$ cat src/rtl/m_seq_check.sv
// M-sequence (PRBS) checker: samples sig_in on the recovered clock's falling edge,
// self-synchronises a local LFSR and reports lock/errors. Macro M_CHECK_ERRCNT_EN builds err_cnt.
`timescale 1ns/1ps
module m_seq_check #(
  parameter int unsigned    N      = 7,
  parameter logic [N-1:0]   TAPS   = 7'h60,
  parameter int unsigned    LOCK_N = 32,
  parameter int unsigned    WIN    = 64,
  parameter int unsigned    LOSS_N = 8
) (
  input  logic        clk,
  input  logic        rst_n,
  input  logic        sig_in,
  input  logic        sync_clk,
  output logic        bit_out,
  output logic        bit_valid,
  output logic        lock,
  output logic        err_pulse,
  output logic        seq_start,
  output logic [15:0] err_cnt
);

  localparam int unsigned LDW = (N > 1) ? $clog2(N) : 1;
  localparam int unsigned MW  = $clog2(LOCK_N + 1);
  localparam int unsigned WBW = (WIN > 1) ? $clog2(WIN) : 1;
  localparam int unsigned EW  = $clog2(LOSS_N + 1);

  typedef enum logic [1:0] {
    SEARCH = 2'd0,
    CHECK  = 2'd1,
    LOCKED = 2'd2
  } state_t;

  state_t           state_q, state_d;
  logic             sig_m, sig_s, sck_r;
  logic [N-1:0]     lfsr_q, lfsr_d;
  logic [LDW-1:0]   ld_cnt_q, ld_cnt_d;
  logic [MW-1:0]    match_cnt_q, match_cnt_d;
  logic [WBW-1:0]   win_bit_q, win_bit_d;
  logic [EW-1:0]    win_err_q, win_err_d;
  logic             bit_out_d, err_d, seq_d;

  logic             sample_c, pred_c, mism_c;
  logic [N-1:0]     shift_c;
  logic [EW-1:0]    win_err_n_c;

  assign sample_c    = sck_r & ~sync_clk;
  assign pred_c      = ^(lfsr_q & TAPS);
  assign mism_c      = sig_s ^ pred_c;
  assign shift_c     = {lfsr_q[N-2:0], pred_c};
  assign win_err_n_c = win_err_q + EW'(mism_c);

`ifdef M_CHECK_ERRCNT_EN
  logic [15:0] err_cnt_q, err_cnt_d;
  assign err_cnt = err_cnt_q;
`else
  assign err_cnt = 16'd0;
`endif

  // Next-state and datapath update, evaluated only on a sample event
  always_comb begin
    state_d     = state_q;
    lfsr_d      = lfsr_q;
    ld_cnt_d    = ld_cnt_q;
    match_cnt_d = match_cnt_q;
    win_bit_d   = win_bit_q;
    win_err_d   = win_err_q;
    bit_out_d   = bit_out;
    err_d       = 1'b0;
    seq_d       = 1'b0;
`ifdef M_CHECK_ERRCNT_EN
    err_cnt_d   = err_cnt_q;
`endif
    if (sample_c) begin
      bit_out_d = sig_s;
      case (state_q)
        CHECK: begin
          lfsr_d = shift_c;
          if (mism_c) begin
            err_d   = 1'b1;
            state_d = SEARCH;
          end else if (match_cnt_q == MW'(LOCK_N - 1)) begin
            match_cnt_d = MW'(LOCK_N);
            state_d     = LOCKED;
          end else begin
            match_cnt_d = match_cnt_q + 1'b1;
          end
        end
        LOCKED: begin
          lfsr_d = shift_c;
          seq_d  = (shift_c == '1);
          err_d  = mism_c;
`ifdef M_CHECK_ERRCNT_EN
          if (mism_c && (err_cnt_q != 16'hFFFF)) err_cnt_d = err_cnt_q + 16'd1;
`endif
          // Current bit's error counts before the window-wrap decision
          if (win_err_n_c >= EW'(LOSS_N)) begin
            state_d = SEARCH;
          end else if (win_bit_q == WBW'(WIN - 1)) begin
            win_bit_d = '0;
            win_err_d = '0;
          end else begin
            win_bit_d = win_bit_q + 1'b1;
            win_err_d = win_err_n_c;
          end
        end
        default: begin
          state_d = SEARCH;
          lfsr_d  = {lfsr_q[N-2:0], sig_s};
          if (ld_cnt_q == LDW'(N - 1)) begin
            ld_cnt_d = '0;
            if (lfsr_d != '0) state_d = CHECK;
          end else begin
            ld_cnt_d = ld_cnt_q + 1'b1;
          end
        end
      endcase
      if ((state_d == SEARCH) && (state_q != SEARCH)) begin
        ld_cnt_d    = '0;
        match_cnt_d = '0;
        win_bit_d   = '0;
        win_err_d   = '0;
      end
    end
  end

  // State register
  always_ff @(posedge clk or negedge rst_n) begin
    if (!rst_n) state_q <= SEARCH;
    else        state_q <= state_d;
  end

  // Synchronisers, datapath and registered outputs
  always_ff @(posedge clk or negedge rst_n) begin
    if (!rst_n) begin
      sig_m       <= 1'b0;
      sig_s       <= 1'b0;
      sck_r       <= 1'b0;
      lfsr_q      <= '0;
      ld_cnt_q    <= '0;
      match_cnt_q <= '0;
      win_bit_q   <= '0;
      win_err_q   <= '0;
      bit_out     <= 1'b0;
      bit_valid   <= 1'b0;
      lock        <= 1'b0;
      err_pulse   <= 1'b0;
      seq_start   <= 1'b0;
`ifdef M_CHECK_ERRCNT_EN
      err_cnt_q   <= 16'd0;
`endif
    end else begin
      sig_m       <= sig_in;
      sig_s       <= sig_m;
      sck_r       <= sync_clk;
      lfsr_q      <= lfsr_d;
      ld_cnt_q    <= ld_cnt_d;
      match_cnt_q <= match_cnt_d;
      win_bit_q   <= win_bit_d;
      win_err_q   <= win_err_d;
      bit_out     <= bit_out_d;
      bit_valid   <= sample_c;
      lock        <= (state_d == LOCKED);
      err_pulse   <= err_d;
      seq_start   <= seq_d;
`ifdef M_CHECK_ERRCNT_EN
      err_cnt_q   <= err_cnt_d;
`endif
    end
  end

endmodule
$ cat config.mk
export PLATFORM = sky130hd
export DESIGN_NAME = m_seq_check
export DESIGN_NICKNAME = d
export VERILOG_FILES = /design/src/rtl/m_seq_check.sv
export SDC_FILE = /design/constraint.sdc
export NUM_CORES = 1
export LEC_CHECK = 0
export ABC_AREA = 0
export ABC_CLOCK_PERIOD_IN_PS = 2520
export CAP_MARGIN = 0
export CORE_MARGIN = 3
export CORE_UTILIZATION = 52
export CTS_BUF_LIST = sky130_fd_sc_hd__clkbuf_8
export DETAILED_ROUTE_END_ITERATION = 6
export PLACE_DENSITY = 0.76
export SLEW_MARGIN = 5
export SYNTH_ARGS = -nofsm -noshare
export SYNTH_HDL_FRONTEND = slang
export SYNTH_SLANG_ARGS = --single-unit
$ cat constraint.sdc
create_clock -name clk -period 2.52 [get_ports clk]
set_input_delay 0.378 -clock clk [delete_from_list [all_inputs] [get_ports clk]]
set_output_delay 0.378 -clock clk [all_outputs]
set_load 0.03 [all_outputs]
Yosys cells after proc, flatten, opt, wreduce, memory -nomap -nowiden
Cells that the tools add are included.

cells by class
  multiply operators = 0
  bitwise operators = 3
  equal/unequal tests = 10
  $add $sub $neg = 4
  order comparisons = 1
  multiplexer cells = 29
  shift-type cells = 0
  reduce and logical (&&, ||, !) cells = 11
  divide/modulo/power cells = 0

operator list
  cell                   count
  $mux W6                8
  $mux W4                4
  $add A6 B1 Y6 const B  2
  $mux W2                5
  $mux W3                3
  $eq A7 B7 Y1 const B   1
  $mux W1                7
  $reduce_bool A7 Y1     1
  $reduce_xor A7 Y1      1
  $eq A6 B5 Y1 const B   1
  $eq A6 B6 Y1 const B   1
  $ne A2 B1 Y1 const B   3
  $reduce_and A3 Y1      2
  $reduce_bool A2 Y1     3
  $add A4 B1 Y4          1
  $eq A2 B2 Y1 const B   2
  $ge A4 B4 Y1 const B   1
  $pmux W2 S2            1
  $add A3 B1 Y3 const B  1
  $eq A3 B3 Y1 const B   1
  $eq A2 B1 Y1 const B   1
  $logic_not A2 Y1       1
  $pmux W1 S2            1
  $reduce_and A2 Y1      1
  other kinds (5)        5

word-level totals
  memories kept = 0
  input port bits = 4
  logic and storage cells = 72
  output and inout bits = 21
  ROM bits = 0
  memory bits (writable) = 0
  bits in latches = 0
  bits in registers = 36

Depth between registers and ports, before layout
Gate-level depths: netlist of the first run.

  depth in word-level cells = 11
  gate-level depth with buffers = 11
  gate-level depth less buffers = 10

Worst setup path before layout of the first run
No wires, ideal clock.

  kind = register -> register
  start = register lfsr_q[5]
  end = register match_cnt_q[4]
  slack = -0.035 ns
  path buffers = 0
  arrival = 2.486 ns
  data required time = 2.451 ns
  clock period less this slack = 2.555 ns
  setup time = 0.069 ns
  cell stages (with the launch flop) = 11
  path through = dfrtp_1 > xnor2_2 > xor2_2 > inv_2 > ha_1 > nand3_1 > mux2i_1 > o22ai_1 > and4_4 > or4_1 > nand3_1

between the ends
  word-level cells in the longest chain between the ends = 11
  elaborated cells between the ends (all ways) = 17
  classes of those cells = 1 x add/sub; 1 x order compare; 1 x eq/ne; 7 x mux; 1 x bitwise; 6 x reduce/logical

ends and longest elaborated chain
  what                                                          line  text
  from (decl)                                                   36    logic [N-1:0] lfsr_q, lfsr_d;
  from (signal assigned)                                        156   lfsr_q <= lfsr_d;
  $reduce_xor A7 Y1                                             48    assign pred_c = ^(lfsr_q & TAPS);
  $xor A1 B1 Y1                                                 49    assign mism_c = sig_s ^ pred_c;
  $add A4 B1 Y4                                                 51    assign win_err_n_c = win_err_q + EW'(mism_c);
  $ge A4 B4 Y1                                                  97    if (win_err_n_c >= EW'(LOSS_N)) begin
  $mux W2                                                       97
  $pmux W2 S2                                                   76    case (state_q)
  $mux W2                                                       74    if (sample_c) begin
  $logic_not A2 Y1                                              118   if ((state_d == SEARCH) && (state_q != SEARCH)) begin
  $logic_and A1 B1 Y1                                           118
  $ne A2 B1 Y1 (no line) or $reduce_bool A2 Y1 (tied branches)  -
  $reduce_and A3 Y1 (no line)                                   -
  to (signal assigned)                                          158   match_cnt_q <= match_cnt_d;
  to (decl)                                                     38    logic [MW-1:0] match_cnt_q, match_cnt_d;

Parallel ways exist; a longest one is shown, timed or not. The select of a mux whose other input is x is not followed.
A chain may end at the register's enable or synchronous reset.

Worst setup path in the final report of the first run
  start = register lfsr_q[6]
  end = register match_cnt_q[4]

between the ends
  word-level cells in the longest chain between the ends = 11
  elaborated cells between the ends (all ways) = 14
  classes of those cells = 1 x add/sub; 1 x order compare; 1 x eq/ne; 5 x mux; 1 x bitwise; 5 x reduce/logical

ends and longest elaborated chain
  what                                                          line
  $reduce_xor A7 Y1 *                                           48
  $xor A1 B1 Y1 *                                               49
  $add A4 B1 Y4                                                 51
  $ge A4 B4 Y1                                                  97
  $mux W2                                                       97
  $pmux W2 S2                                                   76
  $mux W2                                                       74
  $logic_not A2 Y1                                              118
  $logic_and A1 B1 Y1                                           118
  $ne A2 B1 Y1 (no line) or $reduce_bool A2 Y1 (tied branches)  -
  $reduce_and A3 Y1 (no line)                                   -

Mark *: on every way between the ends. The rest lies on a longest branch, timed or not. The select of a mux whose other input is x is not followed.

==> metrics.txt, run 1 <==
Startpoint Class=flip-flop; largest net degree at the start of global routing=37; die area=roughly 4700 sq um; port buffer count=8; Max IR drop VDD=slightly below 0.0005 V; vias in the first global route=~1,600; Avg WL per Cell=14.8 microns; layout cells sized above 1=0.244; Max Cap Viol=0; CTS tree=built; Pwr Density=approximately 900 nW/um^2; DP HPWL=around 3000 microns; Via-to-Cell Ratio=about 5.6; Worst Hold Class=flip-flop to flip-flop; total number of vias=between 1,500 and 2,000; most frequent cells in the layout=nand2_1 (37), dfrtp_1 (36), buf_4 (25), conb_1 (16), nor2_1 (10); Seq/Total Area, Yosys=0.443; Final Net Count=264; Post-Syn Area=2030 sq um; slowest stage delay, CP=0.50 ns; Routed WL=~4500 microns; ys flop type=dfrtp_1; fillcell total=~270; H-Tree Depth=2; register bit total from synthesis=36; cell row count=22; GR Overflow Total=0; cell count after synthesis=around 220; initial antenna violation count=0; Final ANT Viol Nets=0; post-synth cell types=between 50 and 60; Setup TNS Final=0 ns; Worst Hold Slack=roughly 0.36 ns; synth warn=0; Max FO, Critical Path=4; ys async rst share=1.00; average size of a mapped cell=between 9 and 10 sq um; slowest CP cell=or4_4; worst slew pin tran=about 0.51 ns; drc violations=0; fmax=between 0.3 and 0.4 GHz; GRT Total Usage=0.213; crit end category=flip-flop; Antenna diodes=0; TritonCTS Sinks=36; endpoints failing setup=0; Clock Tree Buf Depth=2; final hold viol count=0; fin crit share=0.998; WS Path Type=flip-flop to flip-flop; Core Area=between 3000 and 4000 sq um; Ports=25; CTS Buf Count=5; Worst-path clk slew=0.07 ns; EDFF count, synth=0; arrival time at the worst endpoint=roughly 2.7 ns; clock latency on the worst-skew pair=approximately 0.29 ns; slew margin rel.=0.654; Clock Skew=just under 0.009 ns; area of the multi-input gates=between 1000 and 1500 sq um; Leak=around 1.2 nW; min cycle time layout=~2.5 ns; Register Area=~900 sq um; worst path cell trace=xnor2_2 > xor2_2 > inv_2 > ha_4 > nand3_4 > mux2i_4 > nor2_2 > a41oi_4 > buf_4 > or4_4 > nand3_2; first-pass GRT wire length=between 7000 and 8000 microns; area grow syn2layout=25.3%; hold buffer count at cts=0; Die W=68.5 microns; Worst EP required=between 2 and 3 ns; CTS root buffer=clkbuf_8; Die Y-Extent=68.5 microns; GP Congestion=0.836; most common cell after layout, fill and taps aside=nand2_1; outcome=finished, final reports clean; starting DRC count in detailed routing=102; initial core utilization=0.547; RSZ-0062 raised after global routing=true; DR pass1 iterations=4; Max Slew Vio Count=0
==> synthesized netlist by cell type (all sizes together), types with 3 or more instances <==
cell type / count / share of area
a21o: 5 / 0.018
nand3: 12 / 0.030
ha: 7 / 0.043
dfrtp: 36 / 0.44
a21oi: 6 / 0.015
or4: 3 / 0.011
o21ai: 14 / 0.034
a2111oi: 3 / 0.013
buf: 19 / 0.068
nor2: 12 / 0.023
nor4: 4 / 0.015
nand2: 37 / 0.068
nand4: 3 / 0.0092
a22o: 7 / 0.030
nor3: 7 / 0.022
inv: 8 / 0.015
==> final timing paths <==
check	from	to	slack [ns]	depth (start not counted)
min	sig_m	sig_s	0.36	0
min reg2reg	sig_m	sig_s	0.36	0
max	lfsr_q[6]	match_cnt_q[4]	0.006	11
min in group asynchronous	rst_n	lfsr_q[3]	0.49	2
max reg2reg	lfsr_q[6]	match_cnt_q[4]	0.006	11
max in group asynchronous	rst_n	win_err_q[2]	1.71	2
==> sequential cells by signal, summed over array words and instances, names as in the netlist <==
register and cells:
sck_r 1, state_q 2, lock 1, match_cnt_q 6, win_err_q 4, lfsr_q 7
win_bit_q 6, sig_s 1, sig_m 1, seq_start 1, bit_out 1, err_pulse 1
ld_cnt_q 3, bit_valid 1
==> layout make-up <==
class / instances / area share
inverters: 8 / 0.0118
well taps: 48 / 0.0236
flip-flops and latches: 36 / 0.354
clock inverters: 3 / 0.0152
clock buffers: 5 / 0.0270
multi-input cells: 167 / 0.455
repair buffers: 35 / 0.114
==> cell families after synthesis <==
family / share of synthesized area
multiplexers: 0.0105
XOR/XNOR: 0.0246
adder cells (fa/ha/maj): 0.0431
flip-flops: 0.443
other: 0.00184
AO/OA/AOI/OAI: 0.164
AND/OR/NAND/NOR: 0.226
buffers and inverters: 0.0868
==> repair_timing <==
item                       CTS  global route
setup buffers                5             2
gates cloned                 0             0
gates resized for setup     12            18
pin swaps                    3            15
setup endpoints to repair   10            17
==> stage by stage <==
step,std cells,setup WS [ns],power (mW),area (sq um),util
final,302,0.00597,2.24,2550,0.686
after global routing,302,-0.113,2.38,2550,0.686
after CTS,300,0.00107,2.10,2430,0.654
after detailed placement,287,-0.0619,1.53,2240,0.602
after global placement,287,-0.0287,1.50,2240,0.602
after floorplan,232,0.0104,1.30,2090,-
==> per-layer routing <==
layer,global-route usage,share of wire,up-vias
met4,0.0968,0.018,0
li1,-,-,820
met1,0.284,0.44,799
met2,0.324,0.49,48
met3,0.0535,0.048,11
met5,0,0,-
==> power breakdown <==
group / leakage, nW / internal (mW) / switching, mW
clock: 0.0593 / 0.289 / 0.199
sequential: 0.455 / 0.703 / 0.144
combinational: 0.661 / 0.406 / 0.497
==> worst max-delay path, delay by kind of cell (launching register included) <==
family | cells | cell delay, ns
and+or+nand+nor | 4 | 0.87
DFF | 1 | 0.41
xor gates and xnor gates | 2 | 0.35
buffers and inverters | 2 | 0.28
muxes | 1 | 0.23
AOI/OAI and AO/OA | 1 | 0.17
adders and majority gates | 1 | 0.14
Power figures use the tool's default switching activity.
==> run 2: changes to the inputs <==
--- a/config.mk
+++ b/config.mk
@@ -6,13 +6,13 @@
 export NUM_CORES = 1
 export LEC_CHECK = 0
 export ABC_AREA = 0
-export ABC_CLOCK_PERIOD_IN_PS = 2520
+export ABC_CLOCK_PERIOD_IN_PS = 2550
 export CAP_MARGIN = 0
 export CORE_MARGIN = 3
-export CORE_UTILIZATION = 52
+export CORE_UTILIZATION = 57
 export CTS_BUF_LIST = sky130_fd_sc_hd__clkbuf_8
 export DETAILED_ROUTE_END_ITERATION = 6
-export PLACE_DENSITY = 0.76
+export PLACE_DENSITY = 0.79
 export SLEW_MARGIN = 5
 export SYNTH_ARGS = -nofsm -noshare
 export SYNTH_HDL_FRONTEND = slang
==> constraint.sdc (replaced) <==
create_clock -name clk -period 2.55 [get_ports clk]
set_input_delay 0.3825 -clock clk [delete_from_list [all_inputs] [get_ports clk]]
set_output_delay 0.3825 -clock clk [all_outputs]
set_load 0.03 [all_outputs]
==> metrics.txt, run 2 (synthesized netlist as in run 1, its figures left out) <==
outcome=complete, but fails checks; violated checks=negative setup slack; layout cells sized above 1=0.206; Register Area=approximately 900 sq um; GP Congestion=between 0.8 and 0.9; Max Slew Vio Count=0; most common cell after layout, fill and taps aside=nand2_1; Final Net Count=between 200 and 300; DR pass1 iterations=4; Ports=25; Worst Hold Class=input pin to async pin; first-pass GRT wire length=6340 microns; port buffer count=8; GR Overflow Total=0; cell row count=21; Comb pwr share=0.408; Clk network pwr share=0.182; post-layout util=0.721; Largest register FFs=7; Max Cap Viol=0; largest net degree at the start of global routing=37; Via-to-Cell Ratio=5.71; die area=roughly 4300 sq um; Worst-path clk slew=0.07 ns; CTS root buffer=clkbuf_8; fmax=0.386 GHz; TritonCTS Sinks=36; Routed WL=4080 microns; DP HPWL=about 2700 microns; fillcell total=240; crit end category=flip-flop; Core Area=around 3400 sq um; WS Path Type=flip-flop to flip-flop; Final ANT Viol Nets=0; final hold viol count=0; Clock Tree Buf Depth=2; Antenna diodes=0; Worst EP required=roughly 2.8 ns; initial antenna violation count=0; Avg WL per Cell=13.9 microns; area grow syn2layout=20.1%; Die W=about 66 microns; Startpoint Class=flip-flop; slowest CP cell=or4b_1; Top Registers=lfsr_q: 7 flops, match_cnt_q: 6 flops, win_bit_q: 6 flops; Worst Path Buf+Inv=2; Seq pwr share=0.410; worst slew pin tran=about 0.76 ns; Psw=between 0.7 and 0.8 mW; Leak=1.13 nW; worst path cell trace=xnor2_2 > xor2_2 > inv_2 > ha_4 > nand3_4 > mux2i_4 > o22ai_2 > and4_4 > buf_6 > or4b_1 > o21ai_1; Pwr Total=2.03 mW; P_int=roughly 1.2 mW; Net Sw Frac=0.389; GRT Total Usage=0.194; Clock Skew=roughly 0.0086 ns; arrival time at the worst endpoint=2.81 ns; slew margin rel.=0.494; Max IR drop VDD=around 0.0005 V; clock latency on the worst-skew pair=around 0.29 ns; post-layout worst setup margin=-0.0381 ns; Placement Setup Slack=-0.0785 ns; Largest Register=lfsr_q; CTS tree=built; Pwr Density=between 800 and 900 nW/um^2; Die Y-Extent=65.7 microns; RSZ-0062 raised after global routing=true; starting DRC count in detailed routing=roughly 130; endpoints failing setup=2; CTS Buf Count=5; cell family with most CP delay=simple AND/OR/NAND/NOR gates; vias in the first global route=1,380; area of the multi-input gates=around 1100 sq um; most frequent cells in the layout=nand2_1 (37), dfrtp_1 (36), buf_4 (18), conb_1 (16), nand3_1 (11); min cycle time layout=2.59 ns; initial core utilization=0.600; Setup TNS Final=-0.0523 ns; total number of vias=approximately 1,700; drc violations=0; fin crit share=1.01; H-Tree Depth=2; Max FO, Critical Path=4; slowest stage delay, CP=between 0.4 and 0.5 ns
run 2: cell count changes in the layout (fill, tap and decap cells not counted), sizes merged:
cell	before	now
buf	27	22
clkdlybuf4s50	8	7
bufinv	1	0
run 2: stage by stage:
step           std cells  hold WS, ns  area, sq um
6_report             293        0.159         2440
5_1_grt              293        0.222         2440
4_1_cts              286        0.187         2270
3_5_place_dp         279        0.342         2180
3_3_place_gp         279        0.333         2180
2_1_floorplan        232       0.0869         2090
run 2: per-layer routing:
layer / track usage / vias to the layer above / wire, microns
li1: - / 808 / -
met5: 0 / - / 0
met4: 0.0622 / 0 / 59
met3: 0.0564 / 7 / 266
met2: 0.283 / 59 / 1890
met1: 0.276 / 799 / 1870
run 2: worst paths after layout:
check                                from             end  slack, ns  depth (start not counted)
worst max-delay path            lfsr_q[6]    win_bit_q[3]      -0.04                         11
worst min-delay path                rst_n  match_cnt_q[1]       0.16                          1
worst max register to register  lfsr_q[6]    win_bit_q[3]      -0.04                         11
worst min register to register      sig_m           sig_s       0.35                          0
max in group asynchronous           rst_n    win_bit_q[5]       1.90                          1
min in group clk                    sig_m           sig_s       0.35                          0
run 2: final cells by class:
cell class / instances / area share
Inverter: 8 / 0.0123
Clock inverter: 2 / 0.00359
Clock buffer: 5 / 0.0282
Tap cell: 46 / 0.0236
Sequential cell: 36 / 0.369
Multi-Input combinational cell: 167 / 0.464
Timing Repair Buffer: 29 / 0.0999
run 2: worst register-to-register path, cell delays in order, from the launching register on:
cell and delay, ns:
dfrtp_1 0.42, xnor2_2 0.23, xor2_2 0.19, inv_2 0.07, ha_4 0.17, nand3_4 0.11, mux2i_4 0.29, o22ai_2 0.14
and4_4 0.22, buf_6 0.12, or4b_1 0.49, o21ai_1 0.09
run 2: power groups by stage:
| stage | logic [mW] | registers, mW | clock network, mW |
|---|---|---|---|
| floorplan | 0.470 | 0.810 | 0 |
| global placement | 0.650 | 0.816 | 0 |
| detailed placement | 0.661 | 0.817 | 0 |
| CTS | 0.678 | 0.813 | 0.380 |
| global route | 0.909 | 0.853 | 0.402 |
| finish | 0.830 | 0.833 | 0.371 |
run 2: repair_timing:
item                                    CTS  global route
hold buffers                              0             0
endpoints found under the setup margin    9            15
cloned                                    0             0
pin swaps                                 0             9
gates resized for setup                   3            22
buffers inserted                          0             7
